[config.mk]
export PLATFORM = sky130hd
export DESIGN_NAME = wb_stage_buf
export DESIGN_NICKNAME = d
export VERILOG_FILES = /design/src/rtl/wb_stage_buf.sv
export SDC_FILE = /design/constraint.sdc
export NUM_CORES = 1
export LEC_CHECK = 0
export ABC_AREA = 1
export BUFFER_PORTS_ARGS = -buffer_cell sky130_fd_sc_hd__buf_2
export CORE_MARGIN = 8
export CORE_UTILIZATION = 40
export DETAILED_ROUTE_END_ITERATION = 8
export PLACE_DENSITY_LB_ADDON = 0.2
export SYNTH_ARGS = -nofsm -noshare
export SYNTH_HDL_FRONTEND = slang
export SYNTH_SLANG_ARGS = --single-unit
export TNS_END_PERCENT = 50
[constraint.sdc]
create_clock -name clk -period 7.2 [get_ports clk]
set_clock_uncertainty 0.05 [all_clocks]
set_input_delay 1.08 -clock clk [delete_from_list [all_inputs] [get_ports clk]]
set_output_delay 1.08 -clock clk [all_outputs]
set_load 0.02 [all_outputs]
[src/rtl/wb_stage_buf.sv]
// Write-back stage: latches the MEM result, extracts sub-word load data, commits the
// register-file write and queues one retire-trace record per committed instruction.
module wb_stage_buf #(
   parameter int TRACE_DEPTH = 4,
   parameter int RF_ADDR_W   = 5,
   parameter int TRACE_WEN_W = 4
) (
   input  logic                               clk,
   input  logic                               rst,
   input  logic                               ms_valid,
   output logic                               ws_allowin,
   input  logic [31:0]                        ms_pc,
   input  logic                               ms_res_from_mem,
   input  logic                               ms_gr_we,
   input  logic [RF_ADDR_W-1:0]               ms_dest,
   input  logic [31:0]                        ms_alu_result,
   input  logic [2:0]                         ms_mem_op,
   input  logic [31:0]                        read_data,
   input  logic                               flush,
   output logic                               rf_wen,
   output logic [RF_ADDR_W-1:0]               rf_waddr,
   output logic [31:0]                        rf_wdata,
   output logic                               trace_valid,
   input  logic                               trace_ready,
   output logic [31:0]                        trace_pc,
   output logic [TRACE_WEN_W-1:0]             trace_wen,
   output logic [RF_ADDR_W-1:0]               trace_waddr,
   output logic [31:0]                        trace_wdata,
   output logic [$clog2(TRACE_DEPTH+1)-1:0]   trace_count
);
   localparam int CNT_W = $clog2(TRACE_DEPTH + 1);
   localparam int PTR_W = $clog2(TRACE_DEPTH);
   localparam logic [CNT_W-1:0] DEPTH_C = CNT_W'(TRACE_DEPTH);

   logic                 ws_valid;
   logic [31:0]          ws_pc;
   logic                 ws_res_from_mem;
   logic                 ws_gr_we;
   logic [RF_ADDR_W-1:0] ws_dest;
   logic [31:0]          ws_alu_result;
   logic [2:0]           ws_mem_op;
   logic [31:0]          ws_rdata;

   logic                 ws_ready_go;
   logic                 commit;
   logic                 push;
   logic                 pop;
   logic [7:0]           lane_b;
   logic [15:0]          lane_h;
   logic [31:0]          load_data;

   logic [31:0]          fifo_pc    [TRACE_DEPTH];
   logic [RF_ADDR_W-1:0] fifo_waddr [TRACE_DEPTH];
   logic [31:0]          fifo_wdata [TRACE_DEPTH];
   logic                 fifo_wen   [TRACE_DEPTH];
   logic [PTR_W-1:0]     rd_ptr;
   logic [PTR_W-1:0]     wr_ptr;
   logic [CNT_W-1:0]     count;

   // A full FIFO only stalls WB when the head cannot drain on the same edge.
   assign ws_ready_go = (count < DEPTH_C) | trace_ready;
   assign ws_allowin  = ~ws_valid | ws_ready_go;
   assign commit      = ws_valid & ws_ready_go & ~flush;
   assign trace_valid = (count != '0);
   assign push        = commit;
   assign pop         = trace_valid & trace_ready;
   assign trace_count = count;

   always_ff @(posedge clk or negedge rst) begin
      if (!rst) begin
         ws_valid        <= 1'b0;
         ws_pc           <= '0;
         ws_res_from_mem <= 1'b0;
         ws_gr_we        <= 1'b0;
         ws_dest         <= '0;
         ws_alu_result   <= '0;
         ws_mem_op       <= '0;
         ws_rdata        <= '0;
      end else begin
         if (ms_valid && ws_allowin) begin
            ws_valid        <= 1'b1;
            ws_pc           <= ms_pc;
            ws_res_from_mem <= ms_res_from_mem;
            ws_gr_we        <= ms_gr_we;
            ws_dest         <= ms_dest;
            ws_alu_result   <= ms_alu_result;
            ws_mem_op       <= ms_mem_op;
            ws_rdata        <= read_data;
         end else if (ws_allowin || flush) begin
            ws_valid <= 1'b0;
         end
      end
   end

   always_comb begin
      lane_b = ws_rdata[7:0];
      unique case (ws_alu_result[1:0])
         2'd0: lane_b = ws_rdata[7:0];
         2'd1: lane_b = ws_rdata[15:8];
         2'd2: lane_b = ws_rdata[23:16];
         2'd3: lane_b = ws_rdata[31:24];
      endcase
      lane_h = ws_alu_result[1] ? ws_rdata[31:16] : ws_rdata[15:0];
      unique case (ws_mem_op)
         3'b001:  load_data = {{24{lane_b[7]}}, lane_b};
         3'b010:  load_data = {24'h0, lane_b};
         3'b011:  load_data = {{16{lane_h[15]}}, lane_h};
         3'b100:  load_data = {16'h0, lane_h};
         default: load_data = ws_rdata;
      endcase
   end

   assign rf_wen   = commit & ws_gr_we;
   assign rf_waddr = ws_dest;
   assign rf_wdata = ws_res_from_mem ? load_data : ws_alu_result;

   always_ff @(posedge clk) begin
      if (push) begin
         fifo_pc[wr_ptr]    <= ws_pc;
         fifo_wen[wr_ptr]   <= rf_wen;
         fifo_waddr[wr_ptr] <= ws_dest;
         fifo_wdata[wr_ptr] <= rf_wdata;
      end
   end

   always_ff @(posedge clk or negedge rst) begin
      if (!rst) begin
         rd_ptr <= '0;
         wr_ptr <= '0;
         count  <= '0;
      end else begin
         if (push) wr_ptr <= wr_ptr + PTR_W'(1);
         if (pop)  rd_ptr <= rd_ptr + PTR_W'(1);
         unique case ({push, pop})
            2'b10:   count <= count + CNT_W'(1);
            2'b01:   count <= count - CNT_W'(1);
            default: count <= count;
         endcase
      end
   end

   // Head data is forced to zero while empty so stale storage never leaks out.
   assign trace_pc    = trace_valid ? fifo_pc[rd_ptr] : '0;
   assign trace_wen   = (trace_valid && fifo_wen[rd_ptr]) ? '1 : '0;
   assign trace_waddr = trace_valid ? fifo_waddr[rd_ptr] : '0;
   assign trace_wdata = trace_valid ? fifo_wdata[rd_ptr] : '0;

endmodule

==> results.tsv, run 1 <==
stage	metric	value	unit
grt	total track usage	18.34	%
critical_path	slowest CP cell	dfrtp_4	
logic_synthesis	#FFs+latches synth	394	
power_and_ir_drop	Clk pwr share	26.7	%
final_layout	FF/Latch Area	0.01127	mm²
clock_network	CTS clock-pin slew for the worst setup and hold paths	0.06	ns
clock_network	CTS tree	built	
die	Initial Utilization	40.48	%
routing	drt drc	0	
logic_synthesis	Primary FF master, synth	edfxtp_1	
routing	drt pass-1 iters	5	
logic_synthesis	post-synthesis sequential area ratio	68.14	%
final_layout	layout cells sized above 1	24.64	%
logic_synthesis	synthesized cell area	0.01653	mm²
final_layout	ANT cells	0	
critical_path	Worst Setup End Kind	output port	
sta	unrepaired setup endpoints after global routing	false	
routing	Iter 0 DRT Violations	808	
placement	Final GP Congestion	0.8620	
logic_synthesis	Async S/R FF share, synth	28.93	%
power_and_ir_drop	Net Sw Frac	39.11	%
routing	Vias	11320	
critical_path	startpoint type of the worst setup path	flop	
clock_network	clk_lat worst skew	0.56	ns
logic_synthesis	Mean Syn Cell Area	11.41	µm²
die	I/O pins	227	
logic_synthesis	Post-synth EDFFs	280	
power_and_ir_drop	Power Density	434.5	mW/mm²
clock_network	CTS Buffer Depth	3	
grt	first-pass GRT wire length	67.93	mm
clock_network	Post-CTS Resized	0	
routing	antenna-violating nets left	0	
die	Placement Rows	74	
power_and_ir_drop	Psw	3.314	mW
critical_path	Buf/Inv on CP	3	
final_layout	fin cells	2216	
sta	Final setup violation count	0	
sta	Slew Limit Fails	0	
power_and_ir_drop	Leak	7.728	nW
flow_run	Max Cap Viol	0	
logic_synthesis	Ys Warns	0	
final_layout	Layout area overhead	17.98	%
clock_network	number of H-tree levels	2	
routing	Post-Route WL	44.43	mm
final_layout	Multi-input gate area	0.004712	mm²
clock_network	Post-CTS Setup Inserts	0	
sta	setup_tns	0	ns
clock_network	total CTS buffers	45	
die	Die Ht	219.3	µm
logic_synthesis	Netlist cell types	30	
logic_synthesis	ranking of synthesized cells by area	edfxtp_1, dfrtp_1, nor2_1, mux2_2, o21ai_0	
critical_path	Worst Path Required	6.07	ns
critical_path	CP top delay family	buffers and inverters	
critical_path	critical path arrival	3.88	ns
final_layout	fillers	3729	
clock_network	Post-CTS Hold Buffers	0	
clock_network	CTS Sinks	394	
sta	FMAX	199.6	MHz
critical_path	Crit Path Max Fanout	71	
placement	placed cells	2132	
grt	vias in the first global route	11520	
die	Core Region	0.04083	mm²
power_and_ir_drop	Gate power share	35.5	%
logic_synthesis	count leader, synth	nor2_1	
critical_path	crit path cell chain	clkinv_2, buf_4, nor2_1, o21ai_0, a21oi_1, buf_2	
clock_network	Root Driver	clkbuf_16	
grt	largest net degree at the start of global routing	84	
critical_path	max incr delay on CP	1.08	ns
sta	period utilization	69.59	%
power_and_ir_drop	P_int	5.159	mW
die	Die Area	0.04808	mm²
grt	gr busiest metal	met2	
sta	min Tclk post-route	5.011	ns
routing	WL/cell	20.05	µm
grt	met3 usage	4.089	%
sta	max_slew headroom	32.39	%
routing	Vias/cell	5.106	
logic_synthesis	Post-Syn Instances	1448	
logic_synthesis	Post-synth top cells	nor2_1, edfxtp_1, nand2_1, o21ai_0, dfrtp_1	
run_status	status	finished, final reports clean	
power_and_ir_drop	sequential fraction of design power	37.8	%
power_and_ir_drop	Max VDD drop	0.1799	mV
grt	met2 usage	29.01	%
sta	Hold Violations, Final	0	
critical_path	critical path class	flop to output port	
grt	GRT overflow	0	
grt	antenna violations before repair	0	
sta	Worst-Margin Slew	1.013	ns
placement	DP HPWL	27.52	mm
logic_synthesis	top cell type's share of synthesized area	50.87	%
final_layout	NumNets Final	1764	
die	Die W	219.3	µm
placement	IO Port Bufs	226	
logic_synthesis	area leader, netlist	edfxtp_1	
critical_path	flop2flop setup slack	4.10	ns
min_path	Hold Path Class	flop to flop	
grt	grt met1 use	24.84	%
logic_synthesis	syn_nets	1565	
layout by cell type (no fill, tap or decap), types with 16 or more instances in the layout:
| cell | count |
|---|---|
| buf_2 | 225 |
| edfxtp_1 | 280 |
| nand2_1 | 147 |
| nor2_1 | 378 |
| dfrtp_1 | 112 |
| clkbuf_16 | 47 |
| inv_1 | 36 |
| clkbuf_1 | 16 |
| mux2_2 | 87 |
| o21ai_0 | 147 |
| nand3_1 | 31 |
| a21oi_1 | 104 |
layout make-up:
type	instances	area share, %
clock inverter	15	0.7700
sequential	394	57.79
clock buffer	69	6.763
tap	532	3.414
inverter	41	0.8214
timing repair buffer	238	6.276
multi-input combinational	927	24.17
path summary, 6_finish.rpt:
kind,start,endpoint,cells after the start
setup / recovery,rd_ptr[1],trace_wdata[7],6
hold reg to reg,ws_alu_result[5],ws_alu_result[5],1
setup reg to reg,rd_ptr[1],rd_ptr[1],3
hold / removal,ws_alu_result[5],ws_alu_result[5],1
min in group asynchronous,rst,ws_alu_result[9],1
max in group asynchronous,rst,rd_ptr[1],2
routing by layer:
layer / share of wire (%) / up-vias
met2: 46 / 358
met3: 6.1 / 72
met5: 0 / -
met4: 2.7 / 0
li1: - / 5356
met1: 45 / 5530
registers in the layout (all words and copies together) (netlist names):
signal,count
fifo_waddr,20
ws_rdata,32
ws_mem_op,3
fifo_pc,128
rd_ptr,2
ws_alu_result,32
ws_res_from_mem,1
ws_valid,1
ws_pc,32
fifo_wen,4
rf_waddr,5
trace_count,3
wr_ptr,2
fifo_wdata,128
ws_gr_we,1
stage by stage:
step	power, mW	hold WS (ns)	area [µm²]	setup slack (ns)	utilization (%)
after floorplan	5.183	0.4206	16530	2.248	-
after global placement	6.279	0.4322	18030	2.635	44.16
after detailed placement	6.317	0.4351	18030	2.638	44.16
after CTS	8.603	0.4481	19500	2.017	47.75
after global routing	8.994	0.4651	19500	1.801	47.75
final	8.472	0.4455	19500	2.189	47.75
logic make-up after synthesis:
group           synth area share [%]
compound gates                 7.601
xor+xnor                      0.2650
fa+ha+maj                     0.4997
buf+inv                        3.604
flops                          68.14
mux                            5.928
simple gates                   13.97
power groups by stage:
stage	clock (mW)	combinational, mW	sequential, mW
finish	2.26	3.00	3.20
detailed placement	0	3.06	3.25
global placement	0	3.04	3.24
global route	2.41	3.33	3.25
CTS	2.32	3.07	3.21
floorplan	0	2.12	3.06
Note: power is estimated with default switching activity, not from simulation.
==> inputs of run 2 (changes only) <==
- ABC_AREA: 1 -> 0
- clock period: 7.2 -> 4.35 ns (I/O delays scaled with it)
==> run 2 against run 1 <==
  * Die area decreased by 3.1%
  * Worst setup slack got worse by 1.6 ns
  * Clock-buffer cell count is 2 lower
  * Core utilization rose by 0.63 points
  * Combinational power increased by 39%
  * Hold slack got worse by 0.41 ns
  * Highest routed layer is now met5
==> results.tsv, run 2 <==
stage	metric	value	unit
clock_network	CTS Sinks	394	
sta	setup_tns	0	ns
final_layout	Largest regs	fifo_pc (128), fifo_wdata (128)	
run_status	status	finished, final reports clean	
sta	unrepaired setup endpoints after global routing	false	
sta	Final setup violation count	0	
logic_synthesis	top cell type's share of synthesized area	52.65	%
routing	Vias/cell	5.133	
final_layout	cell area after layout	0.01914	mm²
logic_synthesis	Ys Warns	0	
critical_path	Crit Path Max Fanout	16	
sta	Slew Limit Fails	0	
critical_path	max incr delay on CP	0.69	ns
power_and_ir_drop	Leak	7.114	nW
routing	drt pass-1 iters	4	
power_and_ir_drop	Power Density	681.1	mW/mm²
power_and_ir_drop	Psw	4.336	mW
critical_path	crit path cell chain	or4bb_1, o221a_1, o31a_4, a21oi_1, buf_2	
critical_path	Worst Setup End Kind	output port	
critical_path	slowest CP cell	dfrtp_1	
final_layout	Layout area overhead	19.84	%
critical_path	flop2flop setup slack	1.53	ns
flow_run	Max Cap Viol	0	
power_and_ir_drop	final total power	13.04	mW
sta	hold slack	0.03508	ns
placement	dpl cell area	0.01773	mm²
die	Placement Rows	73	
placement	Final GP Congestion	0.8168	
logic_synthesis	#FFs+latches synth	394	
clock_network	CTS clock-pin slew for the worst setup and hold paths	0.06	ns
logic_synthesis	Post-Syn Instances	879	
routing	Vias	8587	
logic_synthesis	area leader, netlist	edfxtp_1	
clock_network	Post-CTS Hold Buffers	0	
grt	antenna violations before repair	1	
clock_network	number of H-tree levels	2	
logic_synthesis	Primary FF master, synth	edfxtp_1	
logic_synthesis	count leader, synth	edfxtp_1	
logic_synthesis	Post-synth EDFFs	280	
die	Core Region	0.03955	mm²
final_layout	most frequent cells in the layout	edfxtp_1, buf_2, dfrtp_1	
min_path	Hold Path Class	input pin to asynchronous set/reset pin	
routing	Post-Route WL	37.86	mm
placement	IO Port Bufs	226	
sta	min Tclk post-route	3.810	ns
logic_synthesis	syn_nets	996	
final_layout	NumNets Final	1231	
grt	vias in the first global route	9415	
grt	GRT overflow	0	
clock_network	CTS tree	built	
clock_network	clk_lat worst skew	0.55	ns
critical_path	reg2reg end	trace_count[2]	
clock_network	total CTS buffers	43	
final_layout	most common cell after layout, fill and taps aside	edfxtp_1	
final_layout	ANT cells	0	
critical_path	RR Startpoint	trace_count[2]	
logic_synthesis	post-synthesis sequential area ratio	70.52	%
logic_synthesis	Mean Syn Cell Area	18.17	µm²
critical_path	cell count of the worst reg-to-reg path	9	
power_and_ir_drop	sequential fraction of design power	40.6	%
routing	antenna-violating nets left	0	
clock_network	CTS Buffer Depth	3	
critical_path	startpoint type of the worst setup path	flop	
die	I/O pins	227	
clock_network	Post-CTS Setup Inserts	0	
power_and_ir_drop	Net Sw Frac	33.27	%
critical_path	Worst Path Required	3.65	ns
sta	FMAX	262.4	MHz
sta	Hold Violations, Final	0	
logic_synthesis	Netlist cell types	44	
power_and_ir_drop	Max VDD drop	0.2998	mV
sta	period utilization	87.60	%
power_and_ir_drop	Gate power share	32.0	%
placement	DP HPWL	24.75	mm
critical_path	critical path arrival	3.11	ns
sta	max_slew headroom	44.67	%
sta	Worst-Margin Slew	0.8300	ns
final_layout	layout cells sized above 1	44.51	%
routing	Iter 0 DRT Violations	585	
die	Die W	215.8	µm
grt	first-pass GRT wire length	58.99	mm
die	Die Ht	215.8	µm
logic_synthesis	Post-synth top cells	edfxtp_1, dfrtp_1, mux2_2, mux4_2, and2_1	
logic_synthesis	Async S/R FF share, synth	28.93	%
routing	drt drc	0	
die	Initial Utilization	40.38	%
power_and_ir_drop	Clk pwr share	27.4	%
grt	total track usage	16.38	%
clock_network	Root Driver	clkbuf_16	
grt	largest net degree at the start of global routing	65	
die	Die Area	0.04657	mm²
power_and_ir_drop	P_int	8.699	mW
critical_path	critical path class	flop to output port	
routing	WL/cell	22.63	µm
logic_synthesis	synthesized cell area	0.01597	mm²
clock_network	Post-CTS Resized	0	
logic_synthesis	ranking of synthesized cells by area	edfxtp_1, dfrtp_1, mux4_2, mux2_2, and2_1	
run 2: metal layers:
layer  up-vias  GRT usage (%)  part of all wire, %
met5         -              0                0.034
met4         2          5.084                  2.1
met3        49          4.503                  6.9
met2       241          25.62                   47
met1      4462          22.07                   44
li1       3833              -                    -
run 2: power by group through the flow:
stage / clock network (mW) / registers [mW] / logic, mW
2_1_floorplan: 0 / 5.04 / 3.04
3_3_place_gp: 0 / 5.37 / 4.26
3_5_place_dp: 0 / 5.39 / 4.28
4_1_cts: 3.67 / 5.32 / 4.29
5_1_grt: 3.82 / 5.38 / 4.52
6_report: 3.57 / 5.30 / 4.17
run 2: how the worst max path moves through the flow:
stage | start | end | slack, ns | cells after the start
after floorplan | trace_ready | fifo_pc[0][0] | 0.91 | 3
after global placement | ws_alu_result[1] | rf_wdata[19] | 1.14 | 5
after detailed placement | ws_alu_result[1] | rf_wdata[19] | 1.12 | 5
after CTS | ws_alu_result[1] | rf_wdata[19] | 0.50 | 5
after global routing | ws_alu_result[1] | rf_wdata[19] | 0.34 | 5
final | ws_alu_result[1] | rf_wdata[31] | 0.54 | 5
run 2: kinds of logic after synthesis:
family                   count (synthesis)  synth area share, %
flip-flops                             394                70.52
AO/OA/AOI/OAI                           44                2.210
adder cells (fa/ha/maj)                  6               0.5171
buffers and inverters                   69                2.029
XOR/XNOR                                 8               0.4387
multiplexers                           187                18.58
AND/OR/NAND/NOR                        171                5.704
run 2: metrics by stage:
step	setup WS, ns	utilization (%)	instances
finish	0.5396	48.39	1673
global route	0.3375	48.39	1673
CTS	0.5033	48.39	1673
detailed placement	1.123	44.84	1594
global placement	1.144	44.84	1594
floorplan	0.9085	-	879
run 2: area by class of cell:
| type | instances | area [µm²] |
|---|---|---|
| Sequential cell | 394 | 11270 |
| Tap cell | 525 | 656.9 |
| Inverter | 15 | 56.30 |
| Multi-Input combinational cell | 416 | 4403 |
| Fill cell | 3423 | 20410 |
| Clock inverter | 12 | 106.4 |
| Timing Repair Buffer | 244 | 1348 |
| Clock buffer | 67 | 1299 |
run 2: worst max-delay path, delay by kind of cell, from the launching register on:
family	cells	cell delay, ns
AO/OA/AOI/OAI	3	1.07
buffers and inverters	1	0.25
flip-flops	1	0.69
AND/OR/NAND/NOR	1	0.54
==> inputs of run 3 (changes only) <==
- CELL_PAD_IN_SITES_DETAIL_PLACEMENT: unset -> 1
- CELL_PAD_IN_SITES_GLOBAL_PLACEMENT: unset -> 2
- CORE_UTILIZATION: 40 -> 38
==> run 3 against run 2 <==
  * Cell area increased by 0.47%
  * Critical endpoint is now rf_wdata[19]
  * Hold slack improved by 0.053 ns
  * Clock power increased by 3%
  * Critical path type unchanged
==> results.tsv, run 3 (same netlist as run 2, synthesis figures left out) <==
stage	metric	value	unit
sta	Final setup violation count	0	
clock_network	Post-CTS Resized	0	
routing	WL/cell	23.99	µm
final_layout	Layout area overhead	20.40	%
grt	GRT overflow	0	
clock_network	CTS tree	built	
sta	Worst-Margin Slew	0.8241	ns
critical_path	slowest CP cell	dfrtp_1	
clock_network	Post-CTS Setup Inserts	0	
critical_path	startpoint type of the worst setup path	flop	
final_layout	FF/Latch Area	0.01127	mm²
die	Core Region	0.04176	mm²
grt	antenna violations before repair	1	
critical_path	Worst Setup End Kind	output port	
routing	drt pass-1 iters	7	
placement	Final GP Congestion	0.7642	
grt	first-pass GRT wire length	62.09	mm
clock_network	Root Driver	clkbuf_16	
sta	setup_tns	0	ns
power_and_ir_drop	Power Density	685.3	mW/mm²
power_and_ir_drop	Leak	7.141	nW
clock_network	number of H-tree levels	2	
critical_path	cell count of the worst reg-to-reg path	8	
min_path	Hold Path Class	input pin to asynchronous set/reset pin	
placement	dpl cell area	0.01778	mm²
die	I/O pins	227	
placement	IO Port Bufs	226	
routing	Vias	8592	
flow_run	Max Cap Viol	0	
placement	DP HPWL	26.70	mm
final_layout	Layout Utilization	46.04	%
final_layout	cell area after layout	0.01923	mm²
power_and_ir_drop	final total power	13.18	mW
sta	FMAX	262.2	MHz
critical_path	max incr delay on CP	0.69	ns
final_layout	most frequent cells in the layout	edfxtp_1, buf_2, dfrtp_1	
critical_path	Crit Path Max Fanout	16	
clock_network	Post-CTS Hold Buffers	0	
routing	antenna-violating nets left	0	
clock_network	total CTS buffers	43	
clock_network	clk_lat worst skew	0.55	ns
run_status	status	finished, final reports clean	
routing	Iter 0 DRT Violations	460	
sta	min Tclk post-route	3.814	ns
final_layout	layout cells sized above 1	45.04	%
sta	period utilization	87.67	%
routing	drt drc	0	
critical_path	flop2flop setup slack	1.72	ns
final_layout	fillers	4026	
critical_path	RR Startpoint	trace_count[0]	
critical_path	crit path cell chain	or4bb_1, o221a_1, o31a_4, a21oi_1, buf_2	
final_layout	Multi-input gate area	0.004403	mm²
final_layout	Largest regs	fifo_pc (128), fifo_wdata (128)	
die	Die Area	0.04884	mm²
sta	max_slew headroom	45.06	%
sta	unrepaired setup endpoints after global routing	false	
sta	Hold Violations, Final	0	
clock_network	CTS Buffer Depth	3	
final_layout	NumNets Final	1233	
critical_path	reg2reg end	trace_count[2]	
die	Die Ht	221.0	µm
final_layout	ANT cells	0	
critical_path	critical path class	flop to output port	
final_layout	most common cell after layout, fill and taps aside	edfxtp_1	
grt	total track usage	16.71	%
grt	largest net degree at the start of global routing	75	
die	Die W	221.0	µm
die	Initial Utilization	38.24	%
sta	hold slack	0.08827	ns
critical_path	critical path arrival	3.11	ns
power_and_ir_drop	Max VDD drop	0.3761	mV
critical_path	Worst Path Required	3.65	ns
clock_network	CTS clock-pin slew for the worst setup and hold paths	0.06	ns
die	Placement Rows	75	
sta	Slew Limit Fails	0	
routing	Vias/cell	5.087	
routing	Post-Route WL	40.53	mm
grt	vias in the first global route	9659	
clock_network	CTS Sinks	394	
run 3: per-stage QoR:
stage	setup WS [ns]	cells
6_report	0.5362	1689
5_1_grt	0.3916	1689
4_1_cts	0.4764	1689
3_5_place_dp	1.110	1610
3_3_place_gp	1.179	1610
2_1_floorplan	0.9085	879
run 3: where the power goes:
part / internal, mW / switching (mW) / leakage (nW) / total, mW
combinational: 1.79 / 2.52 / 2.57 / 4.31
clock: 2.23 / 1.44 / 0.706 / 3.68
sequential: 4.76 / 0.428 / 3.86 / 5.19
total: 8.78 / 4.40 / 7.14 / 13.2
run 3: final cells by class:
class / instances / share of cell area [%]
Clock buffer: 65 / 6.716
Inverter: 15 / 0.2928
Multi-Input combinational cell: 416 / 22.90
Timing Repair Buffer: 246 / 7.152
Clock inverter: 14 / 0.8199
Sequential cell: 394 / 58.61
Tap cell: 539 / 3.508
run 3: worst max path at each step:
stage,startpoint,to,cells after the start
after floorplan,trace_ready,fifo_pc[0][0],3
final,ws_alu_result[1],rf_wdata[19],5
after detailed placement,ws_alu_result[1],rf_wdata[16],5
after global routing,ws_alu_result[1],rf_wdata[13],6
after global placement,ws_alu_result[1],rf_wdata[20],5
after CTS,ws_alu_result[1],rf_wdata[16],5
run 3: worst max-delay path, delay by kind of cell (launching register included):
kind                   cells  cell delay, ns
AO/OA/AOI/OAI              3            1.08
buffers and inverters      1            0.25
flip-flops                 1            0.69
AND/OR/NAND/NOR            1            0.54
run 3: routing by layer:
layer  global-route usage [%]  vias up  routed length [µm]
met3                    3.783       53                1979
met4                    5.058        2                 899
met2                    28.39      206               20250
met5                        0        -                  13
met1                    21.20     4498               17380
li1                         -     3833                   -
